===== src/rtl/func_arbiter.sv =====
// func_arbiter: shares a single `func` compute unit between NREQ requesters
// using round-robin arbitration. The arbiter handles one operation at a time:
//   1. Latch the winner's operands.
//   2. Pulse the unit's reset for one cycle.
//   3. Issue a one-cycle start pulse.
//   4. Wait for busy to clear.
//   5. Return the result with a one-cycle one-hot done pulse.
//
// Optional build macro FUNC_ARB_TIMEOUT_EN enables a watchdog on the busy wait.
// The watchdog adds parameter TIMEOUT_CYC and output err_o.
//
// Ports:
//   clk_i      rising-edge clock
//   rst_i      asynchronous active-low reset
//   req_i      per-requester request level
//   a_bi/b_bi  packed operands, requester k at [k*W +: W]
//   gnt_o      one-hot grant, held for the whole operation
//   done_o     one-hot, one-cycle completion pulse
//   y_bo       result, held until the next done
//   err_o      watchdog expiry, pulsed with done_o (FUNC_ARB_TIMEOUT_EN only)
//   f_rst_o    active-high reset to `func`
//   f_a_bo/f_b_bo, f_start_o    operands and start pulse to `func`
//   f_busy_i   busy from `func` (any nonzero bit means busy)
//   f_y_bi     result from `func`
module func_arbiter #(
  parameter int unsigned NREQ        = 4,
  parameter int unsigned A_W         = 8,
  parameter int unsigned B_W         = 8,
  parameter int unsigned Y_W         = 5
`ifdef FUNC_ARB_TIMEOUT_EN
  ,
  parameter int unsigned TIMEOUT_CYC = 255
`endif
) (
  input  logic                clk_i,
  input  logic                rst_i,
  input  logic [NREQ-1:0]     req_i,
  input  logic [NREQ*A_W-1:0] a_bi,
  input  logic [NREQ*B_W-1:0] b_bi,
  output logic [NREQ-1:0]     gnt_o,
  output logic [NREQ-1:0]     done_o,
  output logic [Y_W-1:0]      y_bo,
`ifdef FUNC_ARB_TIMEOUT_EN
  output logic                err_o,
`endif
  output logic                f_rst_o,
  output logic [A_W-1:0]      f_a_bo,
  output logic [B_W-1:0]      f_b_bo,
  output logic                f_start_o,
  input  logic [1:0]          f_busy_i,
  input  logic [Y_W-1:0]      f_y_bi
);

  localparam int unsigned PTR_W = $clog2(NREQ);

  localparam logic [2:0] S_IDLE   = 3'd0;
  localparam logic [2:0] S_CLR    = 3'd1;
  localparam logic [2:0] S_LAUNCH = 3'd2;
  localparam logic [2:0] S_GUARD  = 3'd3;
  localparam logic [2:0] S_WAIT   = 3'd4;
  localparam logic [2:0] S_RESP   = 3'd5;

  logic [2:0]       state_q, state_d;
  logic [PTR_W-1:0] ptr_q, ptr_d;
  logic [PTR_W-1:0] win_q, win_d;
  logic [NREQ-1:0]  gnt_q, gnt_d;
  logic [NREQ-1:0]  done_q, done_d;
  logic [Y_W-1:0]   y_q, y_d;
  logic             f_rst_q, f_rst_d;
  logic [A_W-1:0]   f_a_q, f_a_d;
  logic [B_W-1:0]   f_b_q, f_b_d;
  logic             f_start_q, f_start_d;

`ifdef FUNC_ARB_TIMEOUT_EN
  localparam int unsigned CNT_W = $clog2(TIMEOUT_CYC + 1);
  logic [CNT_W-1:0] cnt_q, cnt_d;
  logic             err_q, err_d;
`endif

  logic             busy;
  logic             pick_found;
  logic [PTR_W-1:0] pick_idx;
  logic [PTR_W-1:0] ptr_next;

  assign busy     = |f_busy_i;
  assign ptr_next = (win_q == PTR_W'(NREQ - 1)) ? '0 : win_q + 1'b1;

  // Round-robin pick: first set request at or above the pointer, wrapping.
  always_comb begin
    logic [PTR_W-1:0] k;
    pick_found = 1'b0;
    pick_idx   = '0;
    k          = '0;
    for (int unsigned i = 0; i < NREQ; i++) begin
      k = PTR_W'((32'(ptr_q) + i) % NREQ);
      if (!pick_found && req_i[k]) begin
        pick_found = 1'b1;
        pick_idx   = k;
      end
    end
  end

  always_comb begin
    state_d   = state_q;
    ptr_d     = ptr_q;
    win_d     = win_q;
    gnt_d     = gnt_q;
    done_d    = '0;
    y_d       = y_q;
    f_rst_d   = 1'b0;
    f_a_d     = f_a_q;
    f_b_d     = f_b_q;
    f_start_d = 1'b0;
`ifdef FUNC_ARB_TIMEOUT_EN
    cnt_d     = cnt_q;
    err_d     = 1'b0;
`endif
    case (state_q)
      S_IDLE: begin
        if (pick_found) begin
          win_d           = pick_idx;
          gnt_d           = '0;
          gnt_d[pick_idx] = 1'b1;
          f_a_d           = a_bi[pick_idx*A_W +: A_W];
          f_b_d           = b_bi[pick_idx*B_W +: B_W];
          f_rst_d         = 1'b1;
          state_d         = S_CLR;
        end
      end
      S_CLR: begin
        f_start_d = 1'b1;
        state_d   = S_LAUNCH;
      end
      S_LAUNCH: state_d = S_GUARD;
      // Busy is not yet valid here; the unit needs a cycle to raise it.
      S_GUARD: begin
`ifdef FUNC_ARB_TIMEOUT_EN
        cnt_d = '0;
`endif
        state_d = S_WAIT;
      end
      S_WAIT: begin
        if (!busy) begin
          y_d     = f_y_bi;
          done_d  = gnt_q;
          state_d = S_RESP;
        end
`ifdef FUNC_ARB_TIMEOUT_EN
        else if (cnt_q == CNT_W'(TIMEOUT_CYC - 1)) begin
          y_d     = '1;
          done_d  = gnt_q;
          err_d   = 1'b1;
          state_d = S_RESP;
        end else begin
          cnt_d = cnt_q + 1'b1;
        end
`endif
      end
      S_RESP: begin
        gnt_d   = '0;
        ptr_d   = ptr_next;
        state_d = S_IDLE;
      end
      default: state_d = S_IDLE;
    endcase
  end

  always_ff @(posedge clk_i or negedge rst_i) begin
    if (!rst_i) begin
      state_q   <= S_IDLE;
      ptr_q     <= '0;
      win_q     <= '0;
      gnt_q     <= '0;
      done_q    <= '0;
      y_q       <= '0;
      f_rst_q   <= 1'b1;
      f_a_q     <= '0;
      f_b_q     <= '0;
      f_start_q <= 1'b0;
`ifdef FUNC_ARB_TIMEOUT_EN
      cnt_q     <= '0;
      err_q     <= 1'b0;
`endif
    end else begin
      state_q   <= state_d;
      ptr_q     <= ptr_d;
      win_q     <= win_d;
      gnt_q     <= gnt_d;
      done_q    <= done_d;
      y_q       <= y_d;
      f_rst_q   <= f_rst_d;
      f_a_q     <= f_a_d;
      f_b_q     <= f_b_d;
      f_start_q <= f_start_d;
`ifdef FUNC_ARB_TIMEOUT_EN
      cnt_q     <= cnt_d;
      err_q     <= err_d;
`endif
    end
  end

  assign gnt_o     = gnt_q;
  assign done_o    = done_q;
  assign y_bo      = y_q;
  assign f_rst_o   = f_rst_q;
  assign f_a_bo    = f_a_q;
  assign f_b_bo    = f_b_q;
  assign f_start_o = f_start_q;
`ifdef FUNC_ARB_TIMEOUT_EN
  assign err_o     = err_q;
`endif

endmodule


===== config.mk =====
export PLATFORM = sky130hd
export DESIGN_NAME = func_arbiter
export DESIGN_NICKNAME = d
export VERILOG_FILES = /design/src/rtl/func_arbiter.sv
export SDC_FILE = /design/constraint.sdc
export NUM_CORES = 1
export LEC_CHECK = 0
export ABC_AREA = 1
export CAP_MARGIN = 20
export CORE_UTILIZATION = 46
export DETAILED_ROUTE_END_ITERATION = 8
export GPL_TIMING_DRIVEN = 0
export PLACE_DENSITY = 0.9
export SKIP_LAST_GASP = 1
export SYNTH_ARGS = -nofsm -noshare
export SYNTH_HDL_FRONTEND = slang
export SYNTH_SLANG_ARGS = --single-unit

===== constraint.sdc =====
create_clock -name clk_i -period 3.6 [get_ports clk_i]
set_input_delay 0.9 -clock clk_i [delete_from_list [all_inputs] [get_ports clk_i]]
set_output_delay 0.9 -clock clk_i [all_outputs]
set_load 0.02 [all_outputs]

==> impl_metrics.ini, run 1 <==
[synthesis]
netlist_area_mm2 = 0.00243
yosysMostFrequentCell = nand2_1
yosys.cell_types.count = 25
ys_warn_count = 0
ys_seq_area_frac = 0.391
synth_area_per_cell_um2 = 6.78
synth_top_area_share = 0.380
syn_inst = 359
synthTopCellsByArea = dfrtp_1 38%, nand2_1 31%, nand4_1 8.5%, inv_1 2.9%, buf_2 2.7%
synth-async-reset-ratio = 1.00
syn_nets = 437
synth_flop_cell = dfrtp_1
synth_top_area_cell = dfrtp_1
ys_seq_elements = 38
synthTopCellsByCount = 201 x nand2_1, 37 x dfrtp_1, 33 x nand4_1
synth-edff-count = 0

[cts]
cts_tree = built
ctsHoldBuffers = 0
cts.path.max_buffers = 2
post_cts_buffers = 0
cts-root-buf = clkbuf_8
insertion_delay_ns = 0.31
numCtsBuffers = 5
cts.clk_slew.worst_paths_ns = 0.08
cts_sinks = 38
cts_resized = 0
h-tree-depth = 2

[die]
dieArea_mm2 = 0.00559
coreArea_mm2 = 0.00511
die_w_um = 74.7
floorplan.initialDensity = 0.476
dieHeight_um = 74.7
pin_count = 108
fp-row-count = 26

[worst_hold_path]
min_path_type = flip-flop to flip-flop

[grt]
grt_pass1_vias = 2733
gr-max-usage-layer = met2
use_met3 = 0.0750
grt_usage = 0.282
overflow = 0
grt_pass1_wl_um = 11900
gr-usage-met2 = 0.504
grt_max_degree = 39
met1_usage = 0.323
antenna_found_initial = 0

[critical_path]
critical_path_arrival_ns = 2.71
critical_path_class = input pin to flip-flop
endpoint_kind = flip-flop
worstPathMaxFanout = 10
cp-start-kind = input pin
cp.required_ns = 3.78

[place]
placedInstanceArea_mm2 = 0.00359
io_buffers = 107
gp_congestion = 0.973
dp_hpwl_um = 5720

[drt]
via_per_inst = 5.21
ant_nets = 0
avgRoutedWirePerCell_um = 14.0
drt_first_pass_iters = 4
drc_errors = 0
drt_iter0_drc = 306
vias = 2836
wl_um = 7610

[timing]
max_freq_ghz = 0.396
tns_ns = 0
hold_viol_final = 0
tightestPinTransition_ns = 0.868
layout_min_cycle_time_ns = 2.53
skew_ns = 0.0149
slew_headroom = 0.422
rsz0062_at_grt = false
finalCritPeriodShare = 0.702
maxSlewViolCount = 0
setup_viol = 0

[layout]
fin_area_mm2 = 0.00372
drive_gt1_frac = 0.0907
nNetsFinal = 551
diodes = 0
syn_to_final_growth_pct = 53.1

[pwr]
power_density_mw_per_mm2 = 984
max-vdd-ir-drop_mv = 0.522
total_leakage_power_nw = 1.90

[status]
outcome = finished clean

[job]
cap_viol_max_count = 0
==> state kept, by name, indices dropped and copies added, names as in the netlist <==
name / count
y_bo: 5
ptr_q: 2
f_rst_o: 1
state_q: 3
f_b_bo: 8
gnt_o: 4
win_q: 2
done_o: 4
f_a_bo: 8
f_start_o: 1
==> stage by stage <==
step	hold WS (ns)	setup slack, ns	utilization	power, mW	cells
2_1_floorplan	0.457	1.48	-	2.40	359
3_3_place_gp	0.463	0.712	0.703	3.12	536
3_5_place_dp	0.464	0.777	0.702	3.19	536
4_1_cts	0.486	1.09	0.729	3.65	544
5_1_grt	0.520	0.876	0.729	3.97	544
6_report	0.487	1.07	0.729	3.66	544
==> power by group <==
group | leakage (nW) | total, mW | switching (mW) | internal (mW)
registers | 0.485 | 0.716 | 0.108 | 0.608
clock network | 0.0683 | 0.446 | 0.168 | 0.278
logic | 1.34 | 2.50 | 1.55 | 0.952
==> path summary, 6_finish.rpt <==
| kind | startpoint | end | slack, ns | cells past startpoint |
|---|---|---|---|---|
| worst max-delay path | req_i[0] | f_a_bo[4]$_DFFE_PN0P_ | 1.07 | 14 |
| worst min-delay path | f_a_bo[7]$_DFFE_PN0P_ | f_a_bo[7]$_DFFE_PN0P_ | 0.49 | 2 |
| worst max register to register | ptr_q[0]$_DFFE_PN0P_ | f_a_bo[4]$_DFFE_PN0P_ | 1.61 | 14 |
| worst min register to register | f_a_bo[7]$_DFFE_PN0P_ | f_a_bo[7]$_DFFE_PN0P_ | 0.49 | 2 |
| max in group asynchronous | rst_i | done_o[0]$_DFF_PN0_ | 2.34 | 1 |
| min in group asynchronous | rst_i | f_b_bo[6]$_DFFE_PN0P_ | 0.70 | 1 |
==> critical path, cell delays in order <==
cell             delay (ns)
clkdlybuf4s50_1        0.42
inv_1                  0.09
nand2_1                0.08
nand3_1                0.10
nand2_1                0.11
nor2_4                 0.16
nand4_1                0.14
nand3_4                0.17
inv_2                  0.13
buf_6                  0.17
nand2_1                0.07
nand2_1                0.05
nand2_1                0.06
nand2_1                0.06
==> per-layer routing <==
layer  share of wire  routed length (um)
met5               0                   0
met4           0.015                 114
met3           0.078                 593
met2            0.51                3890
met1            0.40                3010
==> cell usage in the layout, fill, tap and decap left out, drive strengths merged <==
cell type / count
nor2: 10
clkbuf: 6
mux2: 5
o21ai: 9
inv: 22
bufinv: 2
buf: 19
a31oi: 1
nand3: 13
clkinv: 1
ha: 1
nand4: 33
nand2: 203
o22ai: 1
dfrtp: 37
a211oi: 1
clkdlybuf4s50: 106
o31ai: 1
nor3: 2
dfstp: 1
==> kinds of logic after synthesis <==
| logic type | after synthesis | synth area share |
|---|---|---|
| AO/OA/AOI/OAI | 13 | 0.0298 |
| AND/OR/NAND/NOR | 261 | 0.467 |
| flip-flops | 38 | 0.391 |
| buffers and inverters | 41 | 0.0838 |
| adder cells (fa/ha/maj) | 1 | 0.00514 |
| multiplexers | 5 | 0.0231 |
==> final cells by class <==
class	count	area, um2
Fill cell	422	1380
Multi-Input combinational cell	280	1280
Timing Repair Buffer	107	1070
Sequential cell	38	952
Buffer	19	121
Tap cell	70	87.6
Inverter	22	82.6
Clock buffer	5	68.8
Clock inverter	3	68.8
Note: power is estimated with default switching activity, not from simulation.
==> inputs of run 2 (changes only) <==
Settings changed: CORE_UTILIZATION 46 to 38, PLACE_DENSITY 0.9 to 0.8.
Clock period 3.6 ns to 2.3 ns, I/O delays scaled along.
==> impl_metrics.ini, run 2 (synthesis gave the netlist of run 1 again) <==
[status]
outcome = finished clean

[cts]
cts_tree = built
h-tree-depth = 2
cts.path.max_buffers = 2
numCtsBuffers = 5
cts_sinks = 38
ctsHoldBuffers = 0
insertion_delay_ns = 0.29
cts-root-buf = clkbuf_8
cts.clk_slew.worst_paths_ns = 0.07

[grt]
grt_max_degree = 39
antenna_found_initial = 0
grt_pass1_wl_um = 11800
grt_usage = 0.232
grt_pass1_vias = 2588
overflow = 0

[critical_path]
critical_path_class = input pin to flip-flop
crit_top_cell = nand2_1
cp.required_ns = 2.47
cp-start-kind = input pin
worstPathMaxFanout = 10
endpoint_kind = flip-flop
crit_slowest_cell = clkdlybuf4s50_1
max_stage_delay_ns = 0.42
cp_cell_sequence = clkdlybuf4s50_1 > inv_1 > nand2_1 > nand3_1 > nand2_2 > nor2_4 > nand4_1 > nand3_4 > inv_4 > buf_6 > nand2_1 > nand2_1 > nand2_1 > nand2_1
critical_path_arrival_ns = 2.41

[place]
io_buffers = 107
gp_congestion = 0.819
dp_hpwl_um = 5710

[layout]
syn_to_final_growth_pct = 56.0
diodes = 0
final_common_cell = nand2_1
fin_util = 0.627
fillerInstances = 530
layout.cells.most_common_list = 200 x nand2_1, 106 x clkdlybuf4s50_1, 37 x dfrtp_1
nNetsFinal = 557
ff_latch_area_um2 = 952
drive_gt1_frac = 0.106
multi_input_area_mm2 = 0.00128

[pwr]
seqPwrFrac = 0.189
total_leakage_power_nw = 1.94
power_mw = 5.96
p_comb_frac = 0.695
max-vdd-ir-drop_mv = 0.707
power_frac_clock = 0.116
power_density_mw_per_mm2 = 1570
p_sw_mw = 2.89
p_int_mw = 3.07
sw_frac_of_total = 0.485

[timing]
max_freq_ghz = 0.448
slew_headroom = 0.435
maxSlewViolCount = 0
tightestPinTransition_ns = 0.847
hold_viol_final = 0
skew_ns = 0.00687
tns_ns = 0
whs_ns = 0.395
setup_viol = 0
layout_min_cycle_time_ns = 2.23
finalCritPeriodShare = 0.971

[drt]
vias = 2818
drt_first_pass_iters = 4
wl_um = 7760
drc_errors = 0
drt_iter0_drc = 99
ant_nets = 0
via_per_inst = 5.08
avgRoutedWirePerCell_um = 14.0

[die]
die_w_um = 82.0
dieHeight_um = 82.0
pin_count = 108
fp-row-count = 28
floorplan.initialDensity = 0.402
dieArea_mm2 = 0.00673
coreArea_mm2 = 0.00606

[job]
cap_viol_max_count = 0

[worst_hold_path]
min_path_type = input pin to asynchronous set/reset pin
-- run 2: power by group through the flow --
stage          sequential, mW  combinational, mW  clock, mW
3_5_place_dp             1.13               3.91          0
6_report                 1.12               4.14      0.694
5_1_grt                  1.16               4.57      0.739
4_1_cts                  1.12               3.93      0.708
3_3_place_gp             1.12               3.82          0
2_1_floorplan            1.36               2.40          0
-- run 2: worst max-delay path, delay by kind of cell --
| family | cells | cell delay, ns |
|---|---|---|
| buffers and inverters | 4 | 0.76 |
| and+or+nand+nor | 10 | 1.06 |
-- run 2: repair_timing --
action | CTS | global route
gates resized for setup | 0 | 8
endpoints found under the setup margin | 0 | 19
buffers inserted | 0 | 6
-- run 2: path summary, 6_finish.rpt --
check	from	cells past startpoint	slack, ns	endpoint
setup / recovery	req_i[2]	14	0.07	f_a_bo[4]$_DFFE_PN0P_
hold / removal	rst_i	1	0.40	f_a_bo[6]$_DFFE_PN0P_
setup reg to reg	ptr_q[0]$_DFFE_PN0P_	13	0.31	f_a_bo[4]$_DFFE_PN0P_
hold reg to reg	f_a_bo[4]$_DFFE_PN0P_	2	0.49	f_a_bo[4]$_DFFE_PN0P_
max in group asynchronous	rst_i	1	1.38	win_q[1]$_DFFE_PN0P_
min in group clk_i	f_a_bo[4]$_DFFE_PN0P_	2	0.49	f_a_bo[4]$_DFFE_PN0P_
-- run 2: metrics by stage --
stage                     instances  setup WS [ns]  cell area [um2]
after floorplan                 359          0.504             2430
after global placement          541         -0.254             3600
after detailed placement        541         -0.236             3590
after CTS                       549         0.0644             3740
after global routing            555        -0.0503             3800
final                           555         0.0667             3800
-- run 2: per-layer routing --
metal | share of wire | wire (um) | vias up | global-route usage
met5 | 0 | 0 | - | 0
met4 | 0.022 | 172 | 0 | 0.0772
met3 | 0.094 | 731 | 15 | 0.0611
met2 | 0.48 | 3690 | 117 | 0.405
met1 | 0.41 | 3160 | 1294 | 0.275
li1 | - | - | 1392 | -
-- run 2: area by class of cell --
class | instances | share of cell area
clock buffers | 6 | 0.0217
multi-input cells | 280 | 0.337
well taps | 75 | 0.0247
plain buffers | 19 | 0.0349
inverters | 22 | 0.0224
repair buffers | 113 | 0.293
flip-flops and latches | 38 | 0.251
clock inverters | 2 | 0.0158
